`config.mk`:
```
export PLATFORM = sky130hd
export DESIGN_NAME = vga_sync_gen_flat
export DESIGN_NICKNAME = d
export VERILOG_FILES = /design/src/rtl/vga_sync_gen_if.sv /design/src/rtl/vga_sync_gen.sv /design/src/flat_wrapper.sv
export SDC_FILE = /design/constraint.sdc
export NUM_CORES = 1
export LEC_CHECK = 0
export ABC_AREA = 1
export ABC_CLOCK_PERIOD_IN_PS = 2800
export CAP_MARGIN = 5
export CORE_MARGIN = 8
export CORE_UTILIZATION = 35
export CTS_BUF_LIST = sky130_fd_sc_hd__clkbuf_8
export DETAILED_ROUTE_END_ITERATION = 8
export PLACE_DENSITY = 0.65
export SLEW_MARGIN = 40
export SYNTH_ARGS = -nofsm -noshare
export SYNTH_HDL_FRONTEND = slang
export SYNTH_SLANG_ARGS = --single-unit
```
`constraint.sdc`:
```
create_clock -name CLK -period 2.8 [get_ports CLK]
set_input_delay 0.56 -clock CLK [delete_from_list [all_inputs] [get_ports CLK]]
set_output_delay 0.56 -clock CLK [all_outputs]
set_load 0.1 [all_outputs]
```
`src/rtl/vga_sync_gen_if.sv`:
```
// VGA sync bundle: raster position, syncs, active flag
// and their pipeline-delayed copies.
interface vga_sync_gen_if;
  logic [9:0] o_Col_Count;
  logic [9:0] o_Row_Count;
  logic       o_H_Sync;
  logic       o_V_Sync;
  logic       o_Active;
  logic       o_Frame_Start;
  logic       o_H_Sync_Dly;
  logic       o_V_Sync_Dly;
  logic       o_Active_Dly;

  modport master (
    output o_Col_Count,
    output o_Row_Count,
    output o_H_Sync,
    output o_V_Sync,
    output o_Active,
    output o_Frame_Start,
    output o_H_Sync_Dly,
    output o_V_Sync_Dly,
    output o_Active_Dly
  );

  modport slave (
    input o_Col_Count,
    input o_Row_Count,
    input o_H_Sync,
    input o_V_Sync,
    input o_Active,
    input o_Frame_Start,
    input o_H_Sync_Dly,
    input o_V_Sync_Dly,
    input o_Active_Dly
  );
endinterface

```
`src/rtl/vga_sync_gen.sv`:
```
// Free-running VGA raster timing generator with
// registered, mutually aligned outputs and a sync delay line.
module vga_sync_gen #(
  parameter int H_ACTIVE   = 640,
  parameter int H_FRONT    = 16,
  parameter int H_SYNC     = 96,
  parameter int H_BACK     = 48,
  parameter int V_ACTIVE   = 480,
  parameter int V_FRONT    = 10,
  parameter int V_SYNC     = 2,
  parameter int V_BACK     = 33,
  parameter int SYNC_DELAY = 1
) (
  input  logic           CLK,
  input  logic           i_Rst_L,
  input  logic           i_Enable,
  vga_sync_gen_if.master vga
);

  localparam int H_TOTAL = H_ACTIVE + H_FRONT + H_SYNC + H_BACK;
  localparam int V_TOTAL = V_ACTIVE + V_FRONT + V_SYNC + V_BACK;

  localparam logic [9:0] H_LAST = 10'(H_TOTAL - 1);
  localparam logic [9:0] V_LAST = 10'(V_TOTAL - 1);
  localparam logic [9:0] H_VIS  = 10'(H_ACTIVE);
  localparam logic [9:0] V_VIS  = 10'(V_ACTIVE);
  localparam logic [9:0] HS_BEG = 10'(H_ACTIVE + H_FRONT);
  localparam logic [9:0] HS_END = 10'(H_ACTIVE + H_FRONT + H_SYNC);
  localparam logic [9:0] VS_BEG = 10'(V_ACTIVE + V_FRONT);
  localparam logic [9:0] VS_END = 10'(V_ACTIVE + V_FRONT + V_SYNC);

  logic [9:0] col_q, col_d;
  logic [9:0] row_q, row_d;
  logic       hs_q, hs_d;
  logic       vs_q, vs_d;
  logic       act_q, act_d;
  logic       fs_q, fs_d;

  // Next position; outputs decode the next position so they
  // line up with the counters they are registered alongside.
  // Disabled cycles repeat the current position, so every
  // decoded output (frame start included) holds.
  always_comb begin
    col_d = col_q;
    row_d = row_q;
    if (i_Enable) begin
      if (col_q == H_LAST) begin
        col_d = '0;
        row_d = (row_q == V_LAST) ? '0 : row_q + 10'd1;
      end else begin
        col_d = col_q + 10'd1;
      end
    end
    hs_d  = !((col_d >= HS_BEG) && (col_d < HS_END));
    vs_d  = !((row_d >= VS_BEG) && (row_d < VS_END));
    act_d = (col_d < H_VIS) && (row_d < V_VIS);
    fs_d  = (col_d == '0) && (row_d == '0);
  end

  // Position and decode registers; reset parks on the last
  // pixel so the first enabled edge lands on (0,0).
  always_ff @(posedge CLK or negedge i_Rst_L) begin
    if (!i_Rst_L) begin
      col_q <= H_LAST;
      row_q <= V_LAST;
      hs_q  <= 1'b1;
      vs_q  <= 1'b1;
      act_q <= 1'b0;
      fs_q  <= 1'b0;
    end else begin
      col_q <= col_d;
      row_q <= row_d;
      hs_q  <= hs_d;
      vs_q  <= vs_d;
      act_q <= act_d;
      fs_q  <= fs_d;
    end
  end

  assign vga.o_Col_Count   = col_q;
  assign vga.o_Row_Count   = row_q;
  assign vga.o_H_Sync      = hs_q;
  assign vga.o_V_Sync      = vs_q;
  assign vga.o_Active      = act_q;
  assign vga.o_Frame_Start = fs_q;

  generate
    if (SYNC_DELAY == 0) begin : g_nodly
      assign vga.o_H_Sync_Dly = hs_q;
      assign vga.o_V_Sync_Dly = vs_q;
      assign vga.o_Active_Dly = act_q;
    end else begin : g_dly
      logic [2:0] dly_q [SYNC_DELAY];
      logic [2:0] dly_d [SYNC_DELAY];

      // Shift {hsync, vsync, active} one stage per enabled edge.
      always_comb begin
        dly_d = dly_q;
        if (i_Enable) begin
          dly_d[0] = {hs_q, vs_q, act_q};
          for (int i = 1; i < SYNC_DELAY; i++) begin
            dly_d[i] = dly_q[i-1];
          end
        end
      end

      // Delay stages reset to the idle decode {1,1,0}.
      always_ff @(posedge CLK or negedge i_Rst_L) begin
        if (!i_Rst_L) begin
          for (int i = 0; i < SYNC_DELAY; i++) begin
            dly_q[i] <= 3'b110;
          end
        end else begin
          dly_q <= dly_d;
        end
      end

      assign vga.o_H_Sync_Dly = dly_q[SYNC_DELAY-1][2];
      assign vga.o_V_Sync_Dly = dly_q[SYNC_DELAY-1][1];
      assign vga.o_Active_Dly = dly_q[SYNC_DELAY-1][0];
    end
  endgenerate

endmodule
```
`src/flat_wrapper.sv`:
```
// flat-port wrapper written by rule: the top's interface ports become plain ports
module vga_sync_gen_flat 
#(
  parameter int H_ACTIVE   = 640,
  parameter int H_FRONT    = 16,
  parameter int H_SYNC     = 96,
  parameter int H_BACK     = 48,
  parameter int V_ACTIVE   = 480,
  parameter int V_FRONT    = 10,
  parameter int V_SYNC     = 2,
  parameter int V_BACK     = 33,
  parameter int SYNC_DELAY = 1
)
  (CLK, i_Rst_L, i_Enable, vga_o_Col_Count, vga_o_Row_Count, vga_o_H_Sync, vga_o_V_Sync, vga_o_Active, vga_o_Frame_Start, vga_o_H_Sync_Dly, vga_o_V_Sync_Dly, vga_o_Active_Dly);
  vga_sync_gen_if vga_i ();
  input  logic CLK;
  input  logic i_Rst_L;
  input  logic i_Enable;
  output wire logic [$bits(vga_i.o_Col_Count)-1:0] vga_o_Col_Count;
  output wire logic [$bits(vga_i.o_Row_Count)-1:0] vga_o_Row_Count;
  output wire logic [$bits(vga_i.o_H_Sync)-1:0] vga_o_H_Sync;
  output wire logic [$bits(vga_i.o_V_Sync)-1:0] vga_o_V_Sync;
  output wire logic [$bits(vga_i.o_Active)-1:0] vga_o_Active;
  output wire logic [$bits(vga_i.o_Frame_Start)-1:0] vga_o_Frame_Start;
  output wire logic [$bits(vga_i.o_H_Sync_Dly)-1:0] vga_o_H_Sync_Dly;
  output wire logic [$bits(vga_i.o_V_Sync_Dly)-1:0] vga_o_V_Sync_Dly;
  output wire logic [$bits(vga_i.o_Active_Dly)-1:0] vga_o_Active_Dly;
  assign vga_o_Col_Count = vga_i.o_Col_Count;
  assign vga_o_Row_Count = vga_i.o_Row_Count;
  assign vga_o_H_Sync = vga_i.o_H_Sync;
  assign vga_o_V_Sync = vga_i.o_V_Sync;
  assign vga_o_Active = vga_i.o_Active;
  assign vga_o_Frame_Start = vga_i.o_Frame_Start;
  assign vga_o_H_Sync_Dly = vga_i.o_H_Sync_Dly;
  assign vga_o_V_Sync_Dly = vga_i.o_V_Sync_Dly;
  assign vga_o_Active_Dly = vga_i.o_Active_Dly;
  vga_sync_gen #(.H_ACTIVE(H_ACTIVE), .H_FRONT(H_FRONT), .H_SYNC(H_SYNC), .H_BACK(H_BACK), .V_ACTIVE(V_ACTIVE), .V_FRONT(V_FRONT), .V_SYNC(V_SYNC), .V_BACK(V_BACK), .SYNC_DELAY(SYNC_DELAY)) u_core (.CLK(CLK), .i_Rst_L(i_Rst_L), .i_Enable(i_Enable), .vga(vga_i));
endmodule
```
==> metrics.md <==
| Metric | Value |
|---|---|
| Status | complete, no violations |
| Relative area change from synthesis to final layout | 20.4% |
| # Post-CTS Setup Buffers | 0 |
| Leakage Power | about 1.1 nW |
| Number of maximum-capacitance violations | 0 |
| Maximum number of pins on one net before global-route repair | 28 |
| Peak per-stage delay on the critical path | 540 ps |
| CP arrival | 2220 ps |
| Number of warnings issued by yosys | 0 |
| Hold Buf Count CTS | 0 |
| Top cells by area, synth | dfstp_2 21%, dfrtp_1 18%, nand2_1 18%, inv_1 8.7%, nand3_1 7.4% |
| RSZ-0062 raised after global routing | false |
| Final Max Slew Viols | 0 |
| Number of buffers added by the clock tree synthesis step | 3 |
| Highest clock frequency the design can meet | 494 MHz |
| Prevailing post-synth register cell | dfstp_2 |
| Post-route total power | 2.07 mW |
| Largest delay contributor family on the critical path | simple AND/OR/NAND/NOR gates |
| Buffer depth of the longest clock path | 2 |
| Async SR Flop Fraction | 1.00 |
| Total Routed Length | between 4000 and 5000 um |
| Number of port buffers | 29 |
| TNS Setup | 0 ps |
| Via count of the first global-routing pass | 1525 |
| Fill cells | 526 |
| Number of flops mapped to enable cells by yosys | 0 |
| Class of the tightest hold or removal check | reg -> reg |
| Category of the worst setup path capture point | register |
| Setup crit start kind | primary input |
| Final critical-path required period | approximately 2000 ps |
| Cell at the root of the clock tree | clkbuf_8 |
| Area of the die | 0.00757 sq mm |
| Max IR drop VDD | 0.533 mV |
| Cells resized by post-CTS repair | 0 |
| Critical path peak fanout | 8 |
| Initial antenna violation count | 0 |
| Critical path cell sequence | clkdlybuf4s50_1 > nand2_2 > nor2_4 > nand3_4 > clkinv_2 > nand2_2 > nand3_1 > nand2_1 > nor3_1 > nand3_1 |
| Total clock sinks | 27 |
| Mapped Cells | approximately 250 |
| Ports | 30 |
| Detail Placement HPWL | 3410 um |
| Most area-hungry cell type in the Yosys netlist | dfstp_2 |
| Portion of synthesized cell area occupied by the leading cell type | 0.209 |
| Smallest setup slack after layout | roughly 780 ps |
| Number of optimization iterations in the first detailed-route pass | 4 |
| Cell depth of the worst setup path | 10 |
| Data required time at the worst endpoint | 3000 ps |
| WS Path Type | in -> reg |
| Setup skew after layout | 4.05 ps |
| Area of the placeable core | 0.00498 sq mm |
| Worst hold margin | about 460 ps |
| Final layout net count | 292 |
| Vert. Die Dim | 87.0 um |
| Count of different cell masters after synthesis | 28 |
| Synth top cells by count | 86 x nand2_1, 41 x inv_1, 26 x nand3_1, 24 x nor2_1, 14 x dfstp_2 |
| Sequential share of the synthesized area | 0.393 |
| Cell Area, Synth | 0.00176 sq mm |
| Wire length of the first global-routing pass | 7180 um |
| DRC violation count after routing | 0 |
| Final estimated routing congestion in global placement | 0.807 |
| Number of instances in the placed design | about 350 |
| Synthesized net count | 258 |
| Total number of vias | 1633 |
| Fraction of final layout cells sized beyond drive strength 1 | 0.253 |
| Floorplan row count | 26 |
| TritonCTS clock tree | done |
| Syn_area_per_cell | roughly 7 sq um |
| Final standard cell count with taps included and fillers excluded | between 300 and 400 |
| Overall overflow remaining after global route | 0 |
| Post-detailed-route count of antenna-violating nets | 0 |
| Die Span X | 87.0 um |
| Pre-CTS WS | 506 ps |
| Tcrit/Tclk final | 0.723 |
| Hold Path Stages | 2 |
| Number of levels the H-tree was split into | 1 |
| Total count of hold-check failures in the final report | 0 |
| Number of vias per cell | 4.60 |
| Most numerous cell in the Yosys netlist | nand2_1 |
| Register clock-pin slew on the reported worst setup and hold paths | 90 ps |
| Ant diodes | 0 |
| Slowest cell on crit path | clkdlybuf4s50_1 |
| Clock latency reported for the late side of the worst-skew pair | between 200 and 300 ps |
| Register-to-Register Path Depth | 10 |
| Starting density of the core | 0.354 |
| Number of DRC violations after detailed-routing iteration 0 | approximately 130 |
| Actual slew at the worst max-slew pin | 350 ps |
| Max transition margin | 0.766 |
| Power Dens Cells | about 970 mW/mm^2 |
| Synthesized flop and latch total | 27 |
| Wire per inst | 12.1 um |
| Buffers and inverters on the worst path | 2 |
| Setup-failing EPs final | 0 |
| GRT Resource Usage Total | 0.117 |
==> cell usage in the layout, fill, tap and decap left out, types with 2 or more instances in the layout <==
master            n
dfstp_2          14
nand2_1          86
nand2_2           4
o21ai_0           3
ha_1              3
nor2_2            3
nand3_2           3
xor2_1            2
nand3_4           2
nor2_4            3
inv_1            41
dfrtp_1          13
buf_4            29
clkinv_2          3
inv_2             3
nand4_1           8
nor2_1           24
nor3_1            2
clkbuf_8          3
clkdlybuf4s50_1   2
nand3_1          26
==> final cells by class <==
| cell class | instances | area (sq um) | share of cell area |
|---|---|---|---|
| clock inverters | 1 | 5.00 | 0.00236 |
| multi-input cells | 176 | 881 | 0.415 |
| clock buffers | 3 | 41.3 | 0.0194 |
| well taps | 70 | 87.6 | 0.0412 |
| inverters | 47 | 179 | 0.0842 |
| flip-flops and latches | 27 | 693 | 0.326 |
| repair buffers | 31 | 238 | 0.112 |
==> routing by layer <==
| layer | share of wire | global-route usage | wire [um] |
|---|---|---|---|
| met5 | 0 | 0 | 0 |
| met2 | 0.48 | 0.208 | 2060 |
| met1 | 0.46 | 0.141 | 1970 |
| met4 | 0.0088 | 0.0360 | 38 |
| met3 | 0.053 | 0.0179 | 226 |
==> logic make-up (layout without fill, tap and decap cells) <==
logic type,Yosys count,in the layout,synth area share
AO/OA/AOI/OAI,7,7,0.0298
XOR/XNOR,2,2,0.00993
adder cells (fa/ha/maj),3,3,0.0213
buffers and inverters,49,82,0.108
flip-flops,27,27,0.393
AND/OR/NAND/NOR,164,164,0.438
==> state kept, by name, summed over array words and instances, names as in the netlist <==
| signal | flops |
|---|---|
| u_core.vga.o_Col_Count | 10 |
| u_core.vga.o_Row_Count | 10 |
| u_core.g_dly.dly_q | 3 |
| u_core.vga.o_Active | 1 |
| u_core.vga.o_Frame_Start | 1 |
| u_core.vga.o_H_Sync | 1 |
| u_core.vga.o_V_Sync | 1 |
==> where the power goes <==
| part | switching, mW | total, mW | internal, mW |
|---|---|---|---|
| registers | 0.121 | 0.631 | 0.510 |
| clock network | 0.126 | 0.226 | 0.0997 |
| logic | 0.949 | 1.21 | 0.262 |
| total | 1.20 | 2.07 | 0.871 |
==> per-stage QoR <==
stage | util | area, sq um
6_report | 0.427 | 2120
3_3_place_gp | 0.418 | 2080
4_1_cts | 0.427 | 2120
3_5_place_dp | 0.418 | 2080
2_1_floorplan | - | 1760
5_1_grt | 0.427 | 2120
==> final timing paths <==
path                                            from                        end  slack, ps
min                            u_core.g_dly.dly_q[1]      u_core.g_dly.dly_q[1]        460
max in group asynchronous                    i_Rst_L      u_core.g_dly.dly_q[1]       1830
min reg2reg                    u_core.g_dly.dly_q[1]      u_core.g_dly.dly_q[1]        460
max                                         i_Enable        u_core.vga.o_V_Sync        780
max reg2reg                u_core.vga.o_Col_Count[0]        u_core.vga.o_V_Sync        800
min in group asynchronous                    i_Rst_L  u_core.vga.o_Col_Count[7]        660
==> worst reg2reg max path, cell delays in order, from the launching register on <==
cell      delay (ps)
dfstp_2          620
ha_1             210
nand2_2          100
nor2_4           140
nand3_4          140
clkinv_2          90
nand2_2           70
nand3_1          150
nand2_1           70
nor3_1           220
nand3_1          110
(Power assumes the default switching activity.)
